===== src/rtl/cover_toggle_collector.sv =====
// cover_toggle_collector
// ----------------------
// Receiving end of the toggle-coverage report interface. Every cycle it samples
// the hit vector driven by the toggle coverage points, keeps a sticky record of
// which points have ever been hit, and emits each newly covered point exactly
// once as an absolute cover index on a valid/ready output stream. A running
// count of emitted points and an "everything covered" flag are maintained.
//
// Ports:
//   clock         in   single clock, rising edge
//   reset         in   asynchronous active-low reset
//   enable        in   hit sampling enable (hits ignored when 0)
//   valid         in   [WIDTH-1:0] per-point hit strobes
//   clear         in   synchronous request to forget all coverage
//   out_valid     out  out_index holds a newly covered point
//   out_ready     in   sink accepts out_index this cycle
//   out_index     out  [63:0] absolute cover index (COVER_INDEX + bit)
//   covered_count out  points emitted since reset/clear
//   all_covered   out  every point has been emitted
//   debug_state   out  [1:0] FSM state (0 IDLE, 1 SEND, 2 CLEARING)
//
// Output handshake: a transfer happens on a rising edge where out_valid and
// out_ready are both 1. While out_valid=1 and out_ready=0, out_index and
// out_valid hold stable. out_valid never depends combinationally on out_ready.
// The only exception is clear/reset, which withdraw an un-accepted index.

module cover_toggle_collector #(
  parameter int unsigned WIDTH       = 65,
  parameter int unsigned COVER_INDEX = 0,
  parameter int unsigned COVER_TOTAL = 38253
) (
  input  logic                         clock,
  input  logic                         reset,
  input  logic                         enable,
  input  logic [WIDTH-1:0]             valid,
  input  logic                         clear,
  output logic                         out_valid,
  input  logic                         out_ready,
  output logic [63:0]                  out_index,
  output logic [$clog2(WIDTH+1)-1:0]   covered_count,
  output logic                         all_covered,
  output logic [1:0]                   debug_state
);

  localparam int unsigned CW = $clog2(WIDTH + 1);
  localparam int unsigned SW = (WIDTH > 1) ? $clog2(WIDTH) : 1;

  // The absolute index range must fit inside the design's point count.
  if (64'(COVER_INDEX) + 64'(WIDTH) > 64'(COVER_TOTAL)) begin : g_range_bad
    $error("cover_toggle_collector: COVER_INDEX+WIDTH exceeds COVER_TOTAL");
  end

  typedef enum logic [1:0] {
    IDLE     = 2'd0,
    SEND     = 2'd1,
    CLEARING = 2'd2
  } state_t;

  state_t state_q, state_d;

  logic [WIDTH-1:0] seen_q, pending_q;
  logic [WIDTH-1:0] hit, new_hit, pend_merged;
  logic [WIDTH-1:0] sel_src, sel_mask;
  logic [SW-1:0]    sel;
  logic             sample, fire;
  logic             load, out_valid_d, count_inc, drop_all;
  logic [CW-1:0]    count_d;

  // Hits are dropped on the clear cycle and throughout CLEARING.
  assign sample      = enable && !clear && (state_q != CLEARING);
  assign hit         = sample ? valid : '0;
  assign new_hit     = hit & ~seen_q;
  assign pend_merged = pending_q | new_hit;
  assign fire        = (state_q == SEND) && out_ready;

  // From IDLE only registered pending bits are eligible (two-cycle hit
  // latency); in SEND bits arriving this cycle can be chained back-to-back.
  assign sel_src  = (state_q == SEND) ? pend_merged : pending_q;
  // Two's-complement trick isolates the lowest set bit.
  assign sel_mask = sel_src & (~sel_src + WIDTH'(1));

  always_comb begin
    sel = '0;
    for (int i = WIDTH - 1; i >= 0; i--) begin
      if (sel_src[i]) sel = SW'(i);
    end
  end

  // State register
  always_ff @(posedge clock or negedge reset) begin
    if (!reset) state_q <= IDLE;
    else        state_q <= state_d;
  end

  // Next-state logic
  always_comb begin
    state_d = state_q;
    if (clear) begin
      state_d = CLEARING;
    end else begin
      case (state_q)
        IDLE:     if (|pending_q) state_d = SEND;
        SEND:     if (fire && !(|pend_merged)) state_d = IDLE;
        CLEARING: state_d = IDLE;
        default:  state_d = IDLE;
      endcase
    end
  end

  // Output / control logic
  always_comb begin
    load        = 1'b0;
    out_valid_d = out_valid;
    count_inc   = 1'b0;
    drop_all    = 1'b0;
    if (clear) begin
      out_valid_d = 1'b0;
      drop_all    = 1'b1;
    end else begin
      case (state_q)
        IDLE: begin
          out_valid_d = 1'b0;
          if (|pending_q) begin
            load        = 1'b1;
            out_valid_d = 1'b1;
          end
        end
        SEND: begin
          if (fire) begin
            count_inc = 1'b1;
            if (|pend_merged) load = 1'b1;
            else              out_valid_d = 1'b0;
          end
        end
        CLEARING: begin
          out_valid_d = 1'b0;
          drop_all    = 1'b1;
        end
        default: out_valid_d = 1'b0;
      endcase
    end
  end

  assign count_d = count_inc ? covered_count + CW'(1) : covered_count;

  // Datapath registers
  always_ff @(posedge clock or negedge reset) begin
    if (!reset) begin
      seen_q        <= '0;
      pending_q     <= '0;
      out_valid     <= 1'b0;
      out_index     <= '0;
      covered_count <= '0;
      all_covered   <= 1'b0;
    end else if (drop_all) begin
      seen_q        <= '0;
      pending_q     <= '0;
      out_valid     <= 1'b0;
      covered_count <= '0;
      all_covered   <= 1'b0;
    end else begin
      seen_q        <= seen_q | hit;
      pending_q     <= pend_merged & ~(load ? sel_mask : '0);
      out_valid     <= out_valid_d;
      if (load) out_index <= 64'(COVER_INDEX) + 64'(sel);
      covered_count <= count_d;
      all_covered   <= (count_d == CW'(WIDTH));
    end
  end

  assign debug_state = state_q;

endmodule


===== config.mk =====
export PLATFORM = sky130hd
export DESIGN_NAME = cover_toggle_collector
export DESIGN_NICKNAME = d
export VERILOG_FILES = /design/src/rtl/cover_toggle_collector.sv
export SDC_FILE = /design/constraint.sdc
export NUM_CORES = 1
export LEC_CHECK = 0
export CAP_MARGIN = 20
export CORE_MARGIN = 2
export CORE_UTILIZATION = 55
export DETAILED_ROUTE_END_ITERATION = 12
export HOLD_SLACK_MARGIN = 0.12
export MAX_ROUTING_LAYER = met4
export PLACE_DENSITY_LB_ADDON = 0.08
export SYNTH_ARGS = -nofsm -noshare
export SYNTH_HDL_FRONTEND = slang
export SYNTH_SLANG_ARGS = --single-unit

===== constraint.sdc =====
create_clock -name clock -period 2.63 [get_ports clock]
set_input_delay 0.6575 -clock clock [delete_from_list [all_inputs] [get_ports clock]]
set_output_delay 0.6575 -clock clock [all_outputs]
set_load 0.005 [all_outputs]

# Yosys cells after proc, flatten, opt, wreduce, memory -nomap -nowiden
# Index checks and enable logic that the tools add are counted.
# op_classes
add_sub_neg	2
n_eq_ne	8
muxes	92
n_bitwise	9
reduce_logical	12
# ops
op	count
$mux W7	67
$mux W65	5
$and A65 B65 Y65	3
$not A65 Y65	3
$or A65 B65 Y65	2
$reduce_or A65 Y1	2
$add A65 B1 Y65 const B	1
$mux W1	14
$ne A4 B4 Y1 const B	2
$add A7 B1 Y7 const B	1
$eq A7 B7 Y1 const B	1
$mux W2	3
$reduce_and A2 Y1	3
$logic_and A1 B1 Y1	4
$pmux W1 S2	2
$pmux W2 S2	1
$ne A3 B2 Y1 const B	1
$ne A3 B3 Y1 const B	1
$eq A2 B1 Y1 const B	1
$eq A2 B2 Y1 const B	1
$logic_not A1 Y1	2
$logic_not A2 Y1	1
$ne A2 B2 Y1 const B	1
$not A1 Y1	1
# word_totals
register_bits	148
inputBits	70
output_inout_bits	75

# Longest topological paths before layout
# Gate-level depths: netlist of the first run.
# depth
ltp_word	72
depth_mapped	12

# Least setup slack after synthesis of the first run
# No wires, ideal clock.
# synth_timing
path_kind	input -> register
start	input port enable
end	register pending_q[50]
setup_ps	144
arrival_time_ps	2595
t_required_ps	2486
slack_ps	-109
cell_stages	10
path_buffers	2
cell_sequence	buf_6 nor2b_1 nand2_2 a21oi_2 a211oi_2 nand4_1 or3_4 nor4_4 buf_6 a31oi_1
# synth_between
elab_chain_len	14
# synth_rtl
item	line	source
start, declared	34	input logic enable,
$logic_and A1 B1 Y1 * (2 in a row)	70	assign sample = enable && !clear && (state_q != CLEARING);
$mux W65 *	71	assign hit = sample ? valid : '0;
$and A65 B65 Y65 *	72	assign new_hit = hit & ~seen_q;
$or A65 B65 Y65 *	73	assign pend_merged = pending_q | new_hit;
branches (longest 7 deep; another with $add A65 B1 Y65)	--	
$and A65 B65 Y65 *	163	pending_q <= pend_merged & ~(load ? sel_mask : '0);
$mux W65 *	155	end else if (drop_all) begin
end signal, assigned	163	
end, declared	61	logic [WIDTH-1:0] seen_q, pending_q;
# Mark *: on every way between the ends.
# A chain may end at the register's enable or synchronous reset.

# Final worst setup path of the first run
# layout_timing
start	register state_q[1] (netlist: debug_state[1])
end	register out_index[0]
# layout_between
elab_chain_len	70
# layout_rtl
item	line	source
start, declared	59	state_t state_q, state_d;
start signal, assigned	92	else state_q <= state_d;
$ne A2 B2 Y1	70	
$logic_and A1 B1 Y1	70	
$mux W65	71	
$and A65 B65 Y65	72	
$or A65 B65 Y65	73	
$mux W65	78	assign sel_src = (state_q == SEND) ? pend_merged : pending_q;
$mux W7 (64 in a row)	85	if (sel_src[i]) sel = SW'(i);
end signal, assigned	165	if (load) out_index <= 64'(COVER_INDEX) + 64'(sel);
end, declared	39	output logic [63:0] out_index,
# Several ways; a longest one is shown, not always the timed one.

==> run_results.csv, run 1 <==
group,metric,value,unit
power_and_ir_drop,powerDensity,518.4,nW/um^2
worst_setup_path,end_kind,"flop",
logic_synthesis,syn_avg_cell_area,8.262,um^2
die,dieHeight,134.7,um
worst_setup_path,critPathRequiredTime,2.97,ns
route,via_per_inst,6.434,
power_and_ir_drop,fin_total_pwr,7616,uW
route,detail-route-antenna-nets,0,
sta,hold-worst-slack,0.1757,ns
status,status,"complete, but fails checks",
placed_design,io_buffers,87,
grt,grt_overflow,0,
grt,grt_start_max_net_pins,84,
worst_setup_path,path_buf_inv,2,
logic_synthesis,synth_top_area_frac,0.3942,
placed_design,gp_congestion,1.029,
power_and_ir_drop,p_leak,0.007014,uW
sta,min_period_over_period,1.118,
layout,layoutNonFillerInstCount,1792,
logic_synthesis,yosys-top-cells-count,"189 x nor2_1, 163 x a21oi_1, 148 x dfrtp_1, 72 x o21ai_0, 62 x nand2b_1",
sta,setup_slack,-0.3093,ns
logic_synthesis,yosysMostFrequentCell,"nor2_1",
grt,grt_pass1_wl,56070,um
placed_design,placed_cells,1718,
clock_tree,h-tree-depth,4,
logic_synthesis,ys_types,81,
status,failed_checks,"setup timing",
worst_setup_path,path_cells,"buf_4 > nor2b_1 > buf_6 > a41oi_1 > o31ai_1 > a2111o_1 > a31o_1 > o2111a_1 > o31ai_4 > a22o_1",
logic_synthesis,synth_flop_cell,"dfrtp_1",
layout,final_layout_size_suffix_gt1_frac,0.3624,
worst_setup_path,start_kind,"flop",
clock_tree,cts_root_buf,"clkbuf_16",
clock_tree,clock_latency,0.44,ns
sta,fin_worst_skew,0.01066,ns
clock_tree,numCtsBuffers,17,
worst_setup_path,worst-setup-path-type,"reg -> reg",
layout,final_area,14690,um^2
worst_setup_path,slowest_delay,0.45,ns
sta,drv_slew,0,
sta,tightestPinTransition,1.060,ns
power_and_ir_drop,vdd.ir_drop.worst,0.4841,mV
logic_synthesis,yosys_warnings,0,
worst_setup_path,r2r_start,"debug_state[1]$_DFFE_PN0P_",
job,max_cap_violations,0,
logic_synthesis,yosys.area.top_type,"dfrtp_1",
worst_setup_path,r2r-end,"out_index[0]$_DFFE_PN0P_",
placed_design,place_hpwl,25070,um
sta,hold_viol_final,0,
route,drt_first_pass_iters,7,
sta,rsz0062_at_grt,"yes",
placed_design,dp_slack,-1.211,ns
worst_setup_path,critPathArrivalTime,3.28,ns
worst_setup_path,cp_slowest_cell,"dfrtp_2",
route,drcViolationCount,0,
sta,maxSlewHeadroom,0.2934,
route,routed-via-count,11530,
logic_synthesis,netlist_instances,1137,
logic_synthesis,synth_edf_count,0,
die,core,16640,um^2
logic_synthesis,synth-seq-area-share,0.3942,
clock_tree,cts_sinks,148,
grt,antenna_found_initial,2,
worst_setup_path,reg2reg_depth,10,
placed_design,dpl_cell_area,12680,um^2
grt,grt_pass1_vias,10590,
logic_synthesis,async_flop_share,1.000,
layout,final_nets,1628,
layout,area_growth,56.41,%
die,start_util,0.5645,
clock_tree,clk_pin_slew_worst_paths,0.07,ns
worst_hold_path,hold_path.class,"in -> async",
route,routed_wl,40040,um
die,die-area,18140,um^2
die,fp.dieW,134.7,um
logic_synthesis,ys_ff_latch,148,
logic_synthesis,synth_area_leaders,"dfrtp_1 39%, a21oi_1 8.7%, nor2_1 7.6%, buf_4 4.9%, nand2b_1 4.1%",
worst_setup_path,cp_max_fo,12,
grt,grtUsageTotal,0.4100,
route,wl_per_cell,22.34,um
clock_tree,clk_path_buf_depth,2,
route,drt_iter0_drc,1612,
die,pin_count,145,
sta,setup_viol,66,
sta,fmax,0.3402,GHz
logic_synthesis,syn_area,9394,um^2
worst_setup_path,critical-path-top-delay-family,"compound AO/OA/AOI/OAI gates",
clock_tree,cts_tree,"done",
sta,post-route-min-period,2.939,ns
die,num_rows,47,
worst_setup_path,regToRegSetupSlack,-0.31,ns
report_power, final:
| part | internal [uW] | leakage, uW | switching (uW) |
|---|---|---|---|
| registers | 2380 | 0.00204 | 93.1 |
| clock network | 1430 | 0.000291 | 1140 |
| logic | 1230 | 0.00469 | 1350 |
worst reg2reg max path, stage by stage, from the launching register on:
cell and delay [ns]:
dfrtp_2 0.45, buf_4 0.17, nor2b_1 0.38, buf_6 0.27, a41oi_1 0.20, o31ai_1 0.42, a2111o_1 0.25, a31o_1 0.15
o2111a_1 0.26, o31ai_4 0.10, a22o_1 0.19
per-stage QoR:
stage | utilization | TNS [ns]
6_report | 0.8829 | -10.03
5_1_grt | 0.8829 | -11.79
4_1_cts | 0.8397 | -2.049
3_5_place_dp | 0.7619 | -72.17
3_3_place_gp | 0.7619 | -68.99
2_1_floorplan | - | -1.565
how the worst max path moves through the flow:
stage	slack (ns)	depth (start not counted)	end	startpoint
6_report	-0.31	10	out_index[0]$_DFFE_PN0P_	debug_state[1]$_DFFE_PN0P_
5_1_grt	-0.34	12	out_index[0]$_DFFE_PN0P_	debug_state[1]$_DFFE_PN0P_
4_1_cts	-0.22	12	out_index[0]$_DFFE_PN0P_	debug_state[1]$_DFFE_PN0P_
3_5_place_dp	-1.21	9	pending_q[53]$_DFF_PN0_	clear
3_3_place_gp	-1.17	12	out_index[0]$_DFFE_PN0P_	clear
2_1_floorplan	-0.09	11	pending_q[50]$_DFF_PN0_	clear
layout by cell type (no fill, tap or decap), drive strengths merged, types with 5 or more instances in the layout:
master,instances
nor4,37
o21a,16
buf,368
dfrtp,148
nand3,10
nor3,38
a31oi,33
nand2,30
dlygate4sd2,24
a211oi,17
nor2,190
nor2b,49
o21ai,75
a21oi,168
and3,11
a21o,13
o21ba,5
o31ai,10
conb,57
nor3b,8
nand4,19
clkbuf,19
or3,7
nand2b,62
a2111oi,6
inv,16
clkdlybuf4s50,54
cells by family (layout without fill, tap and decap cells):
logic type / Yosys count / after routing / share of synthesized area
AO/OA/AOI/OAI: 375 / 375 / 0.2424
buffers and inverters: 117 / 494 / 0.07579
other: 1 / 59 / 0.0003992
adder cells (fa/ha/maj): 1 / 1 / 0.001332
XOR/XNOR: 5 / 5 / 0.004661
AND/OR/NAND/NOR: 489 / 489 / 0.2801
flip-flops: 148 / 148 / 0.3942
multiplexers: 1 / 1 / 0.001066
repair_timing:
action,4_1_cts,5_1_grt
resized for setup,139,120
hold buffers,0,0
setup endpoints to repair,74,75
buffers inserted,23,19
gates cloned,3,3
pin swaps,26,39
sequential cells by signal (all words and copies together) (netlist names):
name / count
pending_q: 65
all_covered: 1
out_valid: 1
seen_q: 65
debug_state: 2
out_index: 7
covered_count: 7
final cells by class:
| class | count | area, um^2 |
|---|---|---|
| multi-input combinational | 928 | 6181 |
| timing repair buffer | 454 | 3899 |
| sequential | 148 | 3706 |
| fill | 888 | 1949 |
| clock buffer | 17 | 425.4 |
| tap | 220 | 275.3 |
| clock inverter | 15 | 171.4 |
| inverter | 8 | 30.03 |
| antenna | 2 | 5.005 |
metal layers:
| metal | global-route usage | vias up | part of all wire |
|---|---|---|---|
| met2 | 0.6196 | 954 | 0.44 |
| met3 | 0.08896 | 302 | 0.13 |
| li1 | - | 4861 | - |
| met5 | - | - | 0 |
| met4 | 0.1977 | 0 | 0.075 |
| met1 | 0.5259 | 5412 | 0.36 |
Power figures use the tool's default switching activity.
==> inputs of run 2 (changes only) <==
CORE_UTILIZATION = 56   (was 55)
CTS_BUF_LIST = sky130_fd_sc_hd__clkbuf_8   (was unset)
RECOVER_POWER = 50   (was unset)
==> run 2 against run 1 <==
The run still ends with setup timing left; die area shrank 1.7%; global-route usage grew 1.6 points; sequential power is essentially flat; first-iteration DRC count grew 1.7%; sequential cell count is the same; non-clock buffer count grew 24; worst setup slack lost 0.038 ns; total power shrank 9.2%; largest cell class unchanged; largest power group unchanged.
==> run_results.csv, run 2 (synthesized netlist as in run 1, its figures left out) <==
group,metric,value,unit
clock_tree,h-tree-depth,4,
layout,fin_util,0.9014,
die,fp.dieW,133.5,um
worst_setup_path,start_kind,"flop",
sta,tightestPinTransition,0.5913,ns
clock_tree,numCtsBuffers,17,
power_and_ir_drop,vdd.ir_drop.worst,0.5487,mV
route,wl_per_cell,22.70,um
status,status,"complete, but fails checks",
grt,grtUsageTotal,0.4260,
placed_design,io_buffers,87,
layout,antenna_cells,0,
worst_setup_path,slowest_delay,0.45,ns
sta,fin_worst_skew,0.01637,ns
sta,fin_setup_tns,-12.53,ns
worst_setup_path,cp_max_fo,5,
worst_hold_path,hold_path.class,"in -> reg",
layout,final_common_cell,"buf_4",
die,start_util,0.5705,
power_and_ir_drop,powerDensity,466.1,nW/um^2
sta,min_period_over_period,1.132,
route,routed-via-count,11640,
sta,hold_viol_final,0,
worst_hold_path,min_from,"valid[24]",
grt,antenna_found_initial,0,
grt,grt_start_max_net_pins,49,
sta,maxSlewHeadroom,0.6028,
die,dieHeight,133.5,um
route,via_per_inst,6.417,
power_and_ir_drop,p_leak,0.007141,uW
route,drt_iter0_drc,1640,
die,die-area,17830,um^2
route,drt_first_pass_iters,6,
grt,grt_pass1_vias,10660,
worst_setup_path,critPathArrivalTime,3.34,ns
placed_design,dp_slack,-1.458,ns
grt,use_met3,0.1191,
placed_design,placed_cells,1723,
sta,hold-worst-slack,0.4578,ns
sta,post-route-min-period,2.977,ns
layout,final_nets,1652,
worst_setup_path,end_kind,"flop",
clock_tree,clk_path_buf_depth,2,
clock_tree,clk_pin_slew_worst_paths,0.10,ns
sta,rsz0062_at_grt,"yes",
worst_setup_path,worst-setup-path-type,"reg -> reg",
grt,top_usage_layer,"met2",
grt,globalRouteMet2Util,0.6667,
clock_tree,cts_root_buf,"clkbuf_8",
clock_tree,cts_sinks,148,
sta,drv_slew,0,
clock_tree,clock_latency,0.49,ns
grt,grt_overflow,0,
worst_setup_path,critPathRequiredTime,3.00,ns
sta,setup_viol,73,
worst_setup_path,cp_slowest_cell,"dfrtp_2",
layout,mostFrequentLayoutCells,"348 x buf_4, 181 x nor2_1, 147 x dfrtp_1",
grt,grt_pass1_wl,56680,um
grt,use_met1,0.5083,
clock_tree,cts_tree,"done",
layout,reg_top3,"pending_q (65), seen_q (65)",
die,pin_count,145,
status,failed_checks,"setup timing",
die,num_rows,47,
worst_setup_path,r2r_start,"debug_state[1]$_DFFE_PN0P_",
sta,setup_slack,-0.3471,ns
job,max_cap_violations,0,
placed_design,gp_congestion,1.034,
sta,fmax,0.3359,GHz
layout,final_layout_size_suffix_gt1_frac,0.3839,
layout,layoutNonFillerInstCount,1814,
route,drcViolationCount,0,
worst_setup_path,path_cells,"nor4bb_4 > buf_4 > buf_8 > a21o_1 > o211ai_1 > a31oi_4 > o31ai_4 > a2111oi_4 > buf_4 > o31ai_4 > a22o_1",
route,detail-route-antenna-nets,0,
placed_design,place_hpwl,25720,um
die,core,16470,um^2
worst_setup_path,startpoint,"debug_state[1]$_DFFE_PN0P_",
layout,area_growth,58.00,%
route,routed_wl,41180,um
[run 2: changes by cell type in the layout (fill, tap and decap cells not counted), moves of 5 or more]
cell,delta
buf_4,+13
buf_6,+17
clkbuf_16,-19
a31oi_1,-5
clkbuf_8,+18
clkdlybuf4s50_1,-6
buf_12,-5
a31oi_4,+8
dlymetal6s2s_1,+13
nor3_2,+5
dlygate4sd2_1,-5
[run 2: through the flow]
| step | total power, uW | instance area [um^2] |
|---|---|---|
| 2_1_floorplan | 3437 | 9654 |
| 3_3_place_gp | 4469 | 12690 |
| 3_5_place_dp | 4500 | 12690 |
| 4_1_cts | 6529 | 14050 |
| 5_1_grt | 7116 | 14840 |
| 6_report | 6919 | 14840 |
[run 2: repair_timing]
item / CTS / global route
gates resized for setup: 160 / 134
hold endpoints to repair: 33 / 0
hold buffers: 1 / 0
setup endpoints to repair: 72 / 75
pin swaps: 44 / 68
setup buffers: 38 / 24
gates cloned: 2 / 0
[run 2: worst paths after layout]
| check | endpoint | slack (ns) | cells past startpoint |
|---|---|---|---|
| hold / removal | seen_q[24]$_DFF_PN0_ | 0.46 | 3 |
| setup / recovery | out_index[0]$_DFFE_PN0P_ | -0.35 | 11 |
| max in group asynchronous | pending_q[59]$_DFF_PN0_ | 1.29 | 3 |
| hold reg to reg | seen_q[7]$_DFF_PN0_ | 0.50 | 2 |
| setup reg to reg | out_index[0]$_DFFE_PN0P_ | -0.35 | 11 |
| min in group asynchronous | covered_count[3]$_DFF_PN0_ | 0.67 | 2 |
[run 2: area by class of cell]
| type | instances | area [um^2] |
|---|---|---|
| clock buffers | 18 | 247.7 |
| clock inverters | 14 | 135.1 |
| fillers | 748 | 1623 |
| inverters | 8 | 30.03 |
| multi-input cells | 928 | 6374 |
| flip-flops and latches | 148 | 3705 |
| well taps | 220 | 275.3 |
| repair buffers | 478 | 4076 |
[run 2: routing by layer]
metal / routed length (um) / up-vias
met5: 0 / -
met2: 18720 / 933
li1: - / 4892
met1: 14850 / 5518
met3: 4703 / 298
met4: 2896 / 0
[run 2: critical path, delay by kind of cell, from the launching register on]
family | cells | cell delay [ns]
flip-flops | 1 | 0.45
AO/OA/AOI/OAI | 7 | 1.39
buffers and inverters | 3 | 0.57
AND/OR/NAND/NOR | 1 | 0.41
[run 2: where the power goes]
group / internal, uW / total [uW] / switching, uW
clock: 723 / 1790 / 1060
combinational: 1270 / 2660 / 1400
sequential: 2380 / 2470 / 89.3
total: 4370 / 6920 / 2550
